File: config.mk
export PLATFORM = sky130hd
export DESIGN_NAME = uart_tx_fifo_flat
export DESIGN_NICKNAME = d
export VERILOG_FILES = /design/src/rtl/uart_tx_fifo_if.sv /design/src/rtl/uart_tx_fifo.sv /design/src/flat_wrapper.sv
export SDC_FILE = /design/constraint.sdc
export NUM_CORES = 1
export LEC_CHECK = 0
export BUFFER_PORTS_ARGS = -buffer_cell sky130_fd_sc_hd__buf_2
export CORE_UTILIZATION = 65
export CTS_CLUSTER_SIZE = 40
export DETAILED_ROUTE_END_ITERATION = 7
export PLACE_DENSITY = 0.83
export SLEW_MARGIN = 20
export SYNTH_ARGS = -nofsm -noshare
export SYNTH_HDL_FRONTEND = slang
export SYNTH_SLANG_ARGS = --single-unit
export TNS_END_PERCENT = 5
File: constraint.sdc
create_clock -name clk -period 4 [get_ports clk]
set_input_delay 0.8 -clock clk [delete_from_list [all_inputs] [get_ports clk]]
set_output_delay 0.8 -clock clk [all_outputs]
set_load 0.01 [all_outputs]
File: src/rtl/uart_tx_fifo_if.sv
// rtl/uart_tx_fifo_if.sv - byte write port and serial status bundle for uart_tx_fifo
`timescale 1ns/1ps
interface uart_tx_fifo_if;
    logic       wr_en;
    logic [7:0] wr_data;
    logic       full;
    logic       empty;
    logic       busy;
    logic       tx;

    modport master (output wr_en, output wr_data,
                    input  full, input empty, input busy, input tx);
    modport slave  (input  wr_en, input wr_data,
                    output full, output empty, output busy, output tx);
endinterface

File: src/rtl/uart_tx_fifo.sv
// rtl/uart_tx_fifo.sv - 8N1 UART transmitter fed by a small write FIFO
`timescale 1ns/1ps
module uart_tx_fifo #(
    parameter int CLK_FREQ     = 100000000,
    parameter int BAUD         = 115200,
    parameter int CLKS_PER_BIT = CLK_FREQ / BAUD,
    parameter int DEPTH        = 8
) (
    input  logic            clk,
    input  logic            rst_n,
    uart_tx_fifo_if.slave   bus
);
    localparam int PTR_W  = $clog2(DEPTH);
    localparam int CNT_W  = PTR_W + 1;
    localparam int BAUD_W = $clog2(CLKS_PER_BIT);
    localparam logic [BAUD_W-1:0] BAUD_LAST = BAUD_W'(CLKS_PER_BIT - 1);
    localparam logic [CNT_W-1:0]  CNT_FULL  = CNT_W'(DEPTH);

    typedef enum logic [1:0] {S_IDLE, S_START, S_DATA, S_STOP} state_t;

    state_t             state_q, state_d;
    logic [BAUD_W-1:0]  baud_q, baud_d;
    logic [2:0]         bit_q, bit_d;
    logic [7:0]         shift_q, shift_d;
    logic               tx_q, tx_d;
    logic [PTR_W-1:0]   wr_ptr_q, wr_ptr_d;
    logic [PTR_W-1:0]   rd_ptr_q, rd_ptr_d;
    logic [CNT_W-1:0]   count_q, count_d;
    logic [7:0]         mem_q [DEPTH];

    logic full, empty, wr_accept, pop, baud_last;

    assign full      = (count_q == CNT_FULL);
    assign empty     = (count_q == '0);
    assign wr_accept = bus.wr_en && !full;
    assign baud_last = (baud_q == BAUD_LAST);

    assign bus.full  = full;
    assign bus.empty = empty;
    assign bus.busy  = (state_q != S_IDLE);
    assign bus.tx    = tx_q;

    always_ff @(posedge clk) begin
        if (wr_accept) begin
            mem_q[wr_ptr_q] <= bus.wr_data;
        end
    end

    always_comb begin
        state_d = state_q;
        baud_d  = baud_q;
        bit_d   = bit_q;
        shift_d = shift_q;
        pop     = 1'b0;
        case (state_q)
            S_IDLE: begin
                if (!empty) begin
                    pop     = 1'b1;
                    shift_d = mem_q[rd_ptr_q];
                    baud_d  = '0;
                    state_d = S_START;
                end
            end
            S_START: begin
                if (baud_last) begin
                    baud_d  = '0;
                    bit_d   = 3'd0;
                    state_d = S_DATA;
                end else begin
                    baud_d = baud_q + BAUD_W'(1);
                end
            end
            S_DATA: begin
                if (baud_last) begin
                    baud_d  = '0;
                    shift_d = {1'b0, shift_q[7:1]};
                    if (bit_q == 3'd7) begin
                        state_d = S_STOP;
                    end else begin
                        bit_d = bit_q + 3'd1;
                    end
                end else begin
                    baud_d = baud_q + BAUD_W'(1);
                end
            end
            S_STOP: begin
                if (baud_last) begin
                    baud_d = '0;
                    // Chain straight into the next start bit so queued bytes leave no idle gap
                    if (!empty) begin
                        pop     = 1'b1;
                        shift_d = mem_q[rd_ptr_q];
                        state_d = S_START;
                    end else begin
                        state_d = S_IDLE;
                    end
                end else begin
                    baud_d = baud_q + BAUD_W'(1);
                end
            end
            default: state_d = S_IDLE;
        endcase

        // Line level is decoded from the next state so tx itself is a plain flop
        case (state_d)
            S_START: tx_d = 1'b0;
            S_DATA:  tx_d = shift_d[0];
            default: tx_d = 1'b1;
        endcase

        wr_ptr_d = wr_ptr_q + PTR_W'(wr_accept);
        rd_ptr_d = rd_ptr_q + PTR_W'(pop);
        case ({wr_accept, pop})
            2'b10:   count_d = count_q + CNT_W'(1);
            2'b01:   count_d = count_q - CNT_W'(1);
            default: count_d = count_q;
        endcase
    end

    always_ff @(posedge clk or negedge rst_n) begin
        if (!rst_n) begin
            state_q  <= S_IDLE;
            baud_q   <= '0;
            bit_q    <= 3'd0;
            shift_q  <= 8'h00;
            tx_q     <= 1'b1;
            wr_ptr_q <= '0;
            rd_ptr_q <= '0;
            count_q  <= '0;
        end else begin
            state_q  <= state_d;
            baud_q   <= baud_d;
            bit_q    <= bit_d;
            shift_q  <= shift_d;
            tx_q     <= tx_d;
            wr_ptr_q <= wr_ptr_d;
            rd_ptr_q <= rd_ptr_d;
            count_q  <= count_d;
        end
    end
endmodule

File: src/flat_wrapper.sv
// flat-port wrapper written by rule: the top's interface ports become plain ports
module uart_tx_fifo_flat 
#(
    parameter int CLK_FREQ     = 100000000,
    parameter int BAUD         = 115200,
    parameter int CLKS_PER_BIT = CLK_FREQ / BAUD,
    parameter int DEPTH        = 8
)
  (clk, rst_n, bus_wr_en, bus_wr_data, bus_full, bus_empty, bus_busy, bus_tx);
  uart_tx_fifo_if bus_i ();
  input  logic clk;
  input  logic rst_n;
  input wire logic [$bits(bus_i.wr_en)-1:0] bus_wr_en;
  input wire logic [$bits(bus_i.wr_data)-1:0] bus_wr_data;
  output wire logic [$bits(bus_i.full)-1:0] bus_full;
  output wire logic [$bits(bus_i.empty)-1:0] bus_empty;
  output wire logic [$bits(bus_i.busy)-1:0] bus_busy;
  output wire logic [$bits(bus_i.tx)-1:0] bus_tx;
  assign bus_i.wr_en = bus_wr_en;
  assign bus_i.wr_data = bus_wr_data;
  assign bus_full = bus_i.full;
  assign bus_empty = bus_i.empty;
  assign bus_busy = bus_i.busy;
  assign bus_tx = bus_i.tx;
  uart_tx_fifo #(.CLK_FREQ(CLK_FREQ), .BAUD(BAUD), .CLKS_PER_BIT(CLKS_PER_BIT), .DEPTH(DEPTH)) u_core (.clk(clk), .rst_n(rst_n), .bus(bus_i));
endmodule
# == Word level (Yosys, flattened, before mapping) ==
# Memory sizes are Yosys's and may differ from the RTL's.
# Cells that the tools add are included.
# totals
input_bits,11
output_inout_bits,4
ramBits,64
mem_count,1
wordCells,67
regBits,34
# op_classes
n_mux,25
eq_ne,15
add_sub_neg,6
reduce_logical,11
# mem_list
name,depth,width,read_ports,rd_clocked_by_memory_dff,write_ports,line_no,source
u_core.mem_q,8,8,1,0,1,uart_tx_fifo.sv:29,logic [7:0] mem_q [DEPTH];
# ops
operator,n
2-to-1 mux 8 bit,3
one-hot mux 8 bit (3 select lines),1
2-to-1 mux 10 bit,2
one-hot mux 10 bit (2 select lines),1
"adder 10 x 1 -> 10 bit, second input constant",1
"equality test 10 bit, second input constant",1
2-to-1 mux 2 bit,5
2-to-1 mux 3 bit,3
"equality test 2 bit, second input constant",4
one-hot mux 2 bit (4 select lines),1
one-hot mux 4 bit (2 select lines),1
adder 3 x 1 -> 3 bit,2
"equality test 2 x 1 -> 1 bit, second input constant",3
"inequality test 2 x 1 -> 1 bit, second input constant",3
one-hot mux 3 bit (2 select lines),1
nonzero test 2 bit,3
2-to-1 mux 1 bit,5
"adder 4 x 1 -> 4 bit, second input constant",1
"equality test 4 bit, second input constant",1
zero test 4 bit,1
"inequality test 2 bit, second input constant",2
one-hot mux 1 bit (2 select lines),2
AND reduction 4 bit,1
"subtractor 4 x 1 -> 4 bit, second input constant",1
8 further kinds,8

# == Longest topological paths before layout ==
# depth
ltp_word,6
depth_mapped,12
ltp_nobuf,11

# == Worst setup path after synthesis ==
# Ideal clock, no wire load.
# synth_path
path_kind,flip-flop to flip-flop
startpoint,register u_core.state_q[0]
endpoint,register u_core.count_q[2]
setup_ns,0.125
arrival_time_ns,2.506
required_ns,3.875
stages_incl_launch_ff,13
synth_period_minus_slack_ns,2.631
path_slack_ns,1.369
cell_sequence,dfrtp_1 inv_1 ha_1 clkbuf_1 a41oi_1 nor3_1 ha_1 xor2_1 ha_1 a21oi_1 xor2_1 nor2_1 xor2_1
# synth_via
elab_chain_len,4
elab_cells_between_ends,7
classes_between,eq/ne: 3; mux: 2; reduce/logical: 2
# synth_rtl
item,line_no,source
from (decl),uart_tx_fifo.sv:21,"state_t state_q, state_d;"
from (signal assigned),uart_tx_fifo.sv:131,state_q <= state_d;
equality test 2 bit or zero test 2 bit (tied branches),uart_tx_fifo.sv:55,case (state_q)
one-hot mux 1 bit (2 select lines) *,uart_tx_fifo.sv:55,
equality test 2 x 1 -> 1 bit or equality test 2 bit (tied branches),uart_tx_fifo.sv:113,"case ({wr_accept, pop})"
one-hot mux 4 bit (2 select lines) or nonzero test 2 bit (tied branches),-,
to (signal assigned),uart_tx_fifo.sv:138,count_q <= count_d;
to (decl),uart_tx_fifo.sv:28,"logic [CNT_W-1:0] count_q, count_d;"
# Every way passes the cells marked *; elsewhere a longest branch is shown, timed or not.
# A chain may end at the register's enable or synchronous reset.

# == Final worst setup path ==
# Same ends and word-level chain as after synthesis.

==> impl_metrics.toml <==
[critical_path]
rr_endpoint = "u_core.count_q[2]"
required_ns = 4.24
r2r_slack_ns = 0.98
cpMaxStageDelayCell = "a41oi_1"
worstPathMaxFanout = 10
path_cells = "inv_1 > ha_1 > a41oi_1 > nor3_1 > ha_1 > xor2_1 > ha_1 > a21oi_1 > xor2_1 > nor2_1 > xor2_1"
worstPathArrival_ns = 3.25
r2r_start = "u_core.state_q[0]"
reg2reg_depth = 11
crit_path_start_kind = "flip-flop"
critPathMaxStageDelay_ns = 0.58
crit_path_end_kind = "flip-flop"
crit_type = "flip-flop to flip-flop"

[timing]
hold_viol = 0
finClkSkew_ns = 0.007871
layout_min_cycle_time_ns = 3.015
slew_viol_final = 0
setup_viol = 0
period_share_pct = 75.38
hold_ws_ns = 0.5017
finalSetupTns_ns = 0
tightestPinTransition_ns = 1.004
fmax_mhz = 331.6
rsz0062_at_grt = "no"
slew_headroom_pct = 33.08

[finish]
layout-drive-gt1-share_pct = 15.15
nets = 351
synthToLayoutAreaGrowth_pct = 6.812
fillers = 413
insertedDiodeCount = 0

[cts]
ctsResizeCount = 0
cts_tree = "yes"
clk_pin_slew_worst_paths_ns = 0.09
ctsHoldBuffers = 0
cts.sinks = 98
clock_latency_ns = 0.36
cts_buffers = 9
clockBufferDepth = 2
cts_max_level = 3
clockRootBuffer = "clkbuf_8"
cts_setup_buffers = 0

[synth]
avgSynthCellArea_um2 = 14.31
synth.distinct_cells = 51
syn_nets = 334
synth_flop_cell = "edfxtp_1"
synth_seq_cells = 98
synth_area_mm2 = 0.004408
seq_area_frac_synth_pct = 62.93
yosys_warnings = 0
synth-edff-count = 64
synth_cells = 308
async_reset_ff_share_pct = 34.69

[global_route]
grt_overflow = 0
grt_first_pass_wirelength_um = 13270
grt_max_degree = 35
first_global_vias = 2615
groute.usage.overall_pct = 25.34
antenna_found_initial = 0

[worst_hold_path]
hp-class = "flip-flop to flip-flop"
hold_end = "u_core.count_q[3]"
worstHoldStart = "u_core.count_q[3]"
min_path_cells = 1

[power]
intPower_mw = 2.001
p_sw_share_pct = 34.63
power.leakage_nw = 1.835
combPwrFrac_pct = 30.2
finalPower_mw = 3.062
p_clk_share_pct = 18.5
vdd.ir_drop.worst_v = 0.0004578
sequentialPowerShare_pct = 51.3
power_density_mw_per_mm2 = 650.2
p_sw_mw = 1.060

[placement]
dp_hpwl_um = 5515
gp_congestion = 0.8255
port_buffers = 14

[floorplan]
initial_core_util_pct = 68.25
core.rowCount = 29
io_pins = 15
die_h_um = 84.35
die_w_um = 84.35
die-area_mm2 = 0.007115
core_mm2 = 0.006459

[routing]
dr.pass1.iters = 4
wl_per_cell_um = 19.91
via_per_inst = 6.489
vias = 2641
detail_route.iter0.violations = 206
postRouteAntennaNets = 0
drc_errors = 0
wirelength_um = 8102

[run_status]
status = "finished clean"

[job]
drv_cap = 0
## cells in the mapped netlist, drive strengths merged (6+ instances only)
| cell | count | share of area (%) |
|---|---|---|
| nor2 | 21 | 1.8 |
| edfxtp | 64 | 44 |
| nor3 | 6 | 0.68 |
| mux2i | 8 | 1.8 |
| buf | 6 | 0.94 |
| nand2 | 18 | 1.5 |
| mux4 | 15 | 7.7 |
| ha | 15 | 4.3 |
| xor2 | 6 | 1.2 |
| a211oi | 7 | 1.2 |
| dfrtp | 33 | 19 |
| a21oi | 6 | 0.68 |
| a22o | 7 | 1.4 |
| inv | 8 | 0.68 |
| o21ai | 21 | 2.4 |
| a21o | 6 | 1.0 |
## how the worst max path moves through the flow
stage | start | to | depth (start not counted)
after global routing | u_core.state_q[0] | u_core.count_q[2] | 11
after CTS | u_core.state_q[0] | u_core.count_q[2] | 11
after detailed placement | u_core.state_q[0] | u_core.count_q[2] | 11
after floorplan | u_core.state_q[0] | u_core.count_q[2] | 12
final | u_core.state_q[0] | u_core.count_q[2] | 11
after global placement | u_core.state_q[0] | u_core.count_q[2] | 11
## kinds of logic after synthesis
| family | share of synthesized area [%] |
|---|---|
| AO/OA/AOI/OAI | 10.84 |
| XOR/XNOR | 1.590 |
| adder cells (fa/ha/maj) | 4.258 |
| buffers and inverters | 2.043 |
| flip-flops | 62.93 |
| multiplexers | 9.736 |
| AND/OR/NAND/NOR | 8.601 |
## critical path, delay by kind of cell, from the launching register on
family | cells | cell delay, ns
AOI/OAI and AO/OA | 2 | 0.74
buffers and inverters | 1 | 0.11
adders and majority gates | 3 | 0.84
DFF | 1 | 0.47
xor gates and xnor gates | 3 | 0.47
and+or+nand+nor | 2 | 0.28
## metrics by stage
| stage | cell area (µm²) | util [%] | setup WS (ns) | cells |
|---|---|---|---|---|
| after detailed placement | 4533 | 70.19 | 1.041 | 391 |
| final | 4708 | 72.90 | 0.9847 | 407 |
| after CTS | 4703 | 72.82 | 1.020 | 407 |
| after global placement | 4533 | 70.19 | 1.183 | 391 |
| after floorplan | 4408 | - | 1.369 | 308 |
| after global routing | 4708 | 72.90 | 0.7510 | 407 |
## power by group through the flow
stage                     clock network (mW)  registers [mW]  logic [mW]
after global routing                   0.623            1.60        1.02
after detailed placement                   0            1.59       0.923
final                                  0.567            1.57       0.924
after floorplan                            0            1.43       0.821
after global placement                     0            1.57       0.881
after CTS                              0.576            1.57       0.926
## sequential cells by signal, summed over array words and instances (netlist names)
| name | flops |
|---|---|
| u_core.baud_q | 10 |
| u_core.count_q | 4 |
| u_core.bit_q | 3 |
| u_core.bus.tx | 1 |
| u_core.mem_q | 64 |
| u_core.rd_ptr_q | 3 |
| u_core.wr_ptr_q | 3 |
| u_core.state_q | 2 |
| u_core.shift_q | 8 |
## area by class of cell
type                       instances  area [µm²]  area share [%]
clock buffer                      11       131.4           2.790
clock inverter                     5       38.79          0.8238
inverter                           9       33.78          0.7175
multi-input combinational        191        1549           32.90
timing repair buffer              16       85.08           1.807
tap                               77       96.34           2.046
sequential                        98        2774           58.92
## cell usage in the layout, fill, tap and decap left out, drive strengths merged, types with 7 or more instances in the layout
| cell | instances |
|---|---|
| nor2 | 21 |
| dfrtp | 33 |
| clkbuf | 11 |
| ha | 15 |
| buf | 16 |
| a211oi | 7 |
| mux4 | 15 |
| a22o | 7 |
| mux2i | 8 |
| nand2 | 18 |
| o21ai | 21 |
| edfxtp | 64 |
| inv | 10 |
## metal layers
layer,routed length [µm],track usage (%),vias up
li1,-,-,1238
met4,147,9.399,0
met5,0,0,-
met1,3553,35.22,1305
met2,3877,38.97,85
met3,523,7.178,13
Power figures use the tool's default switching activity.
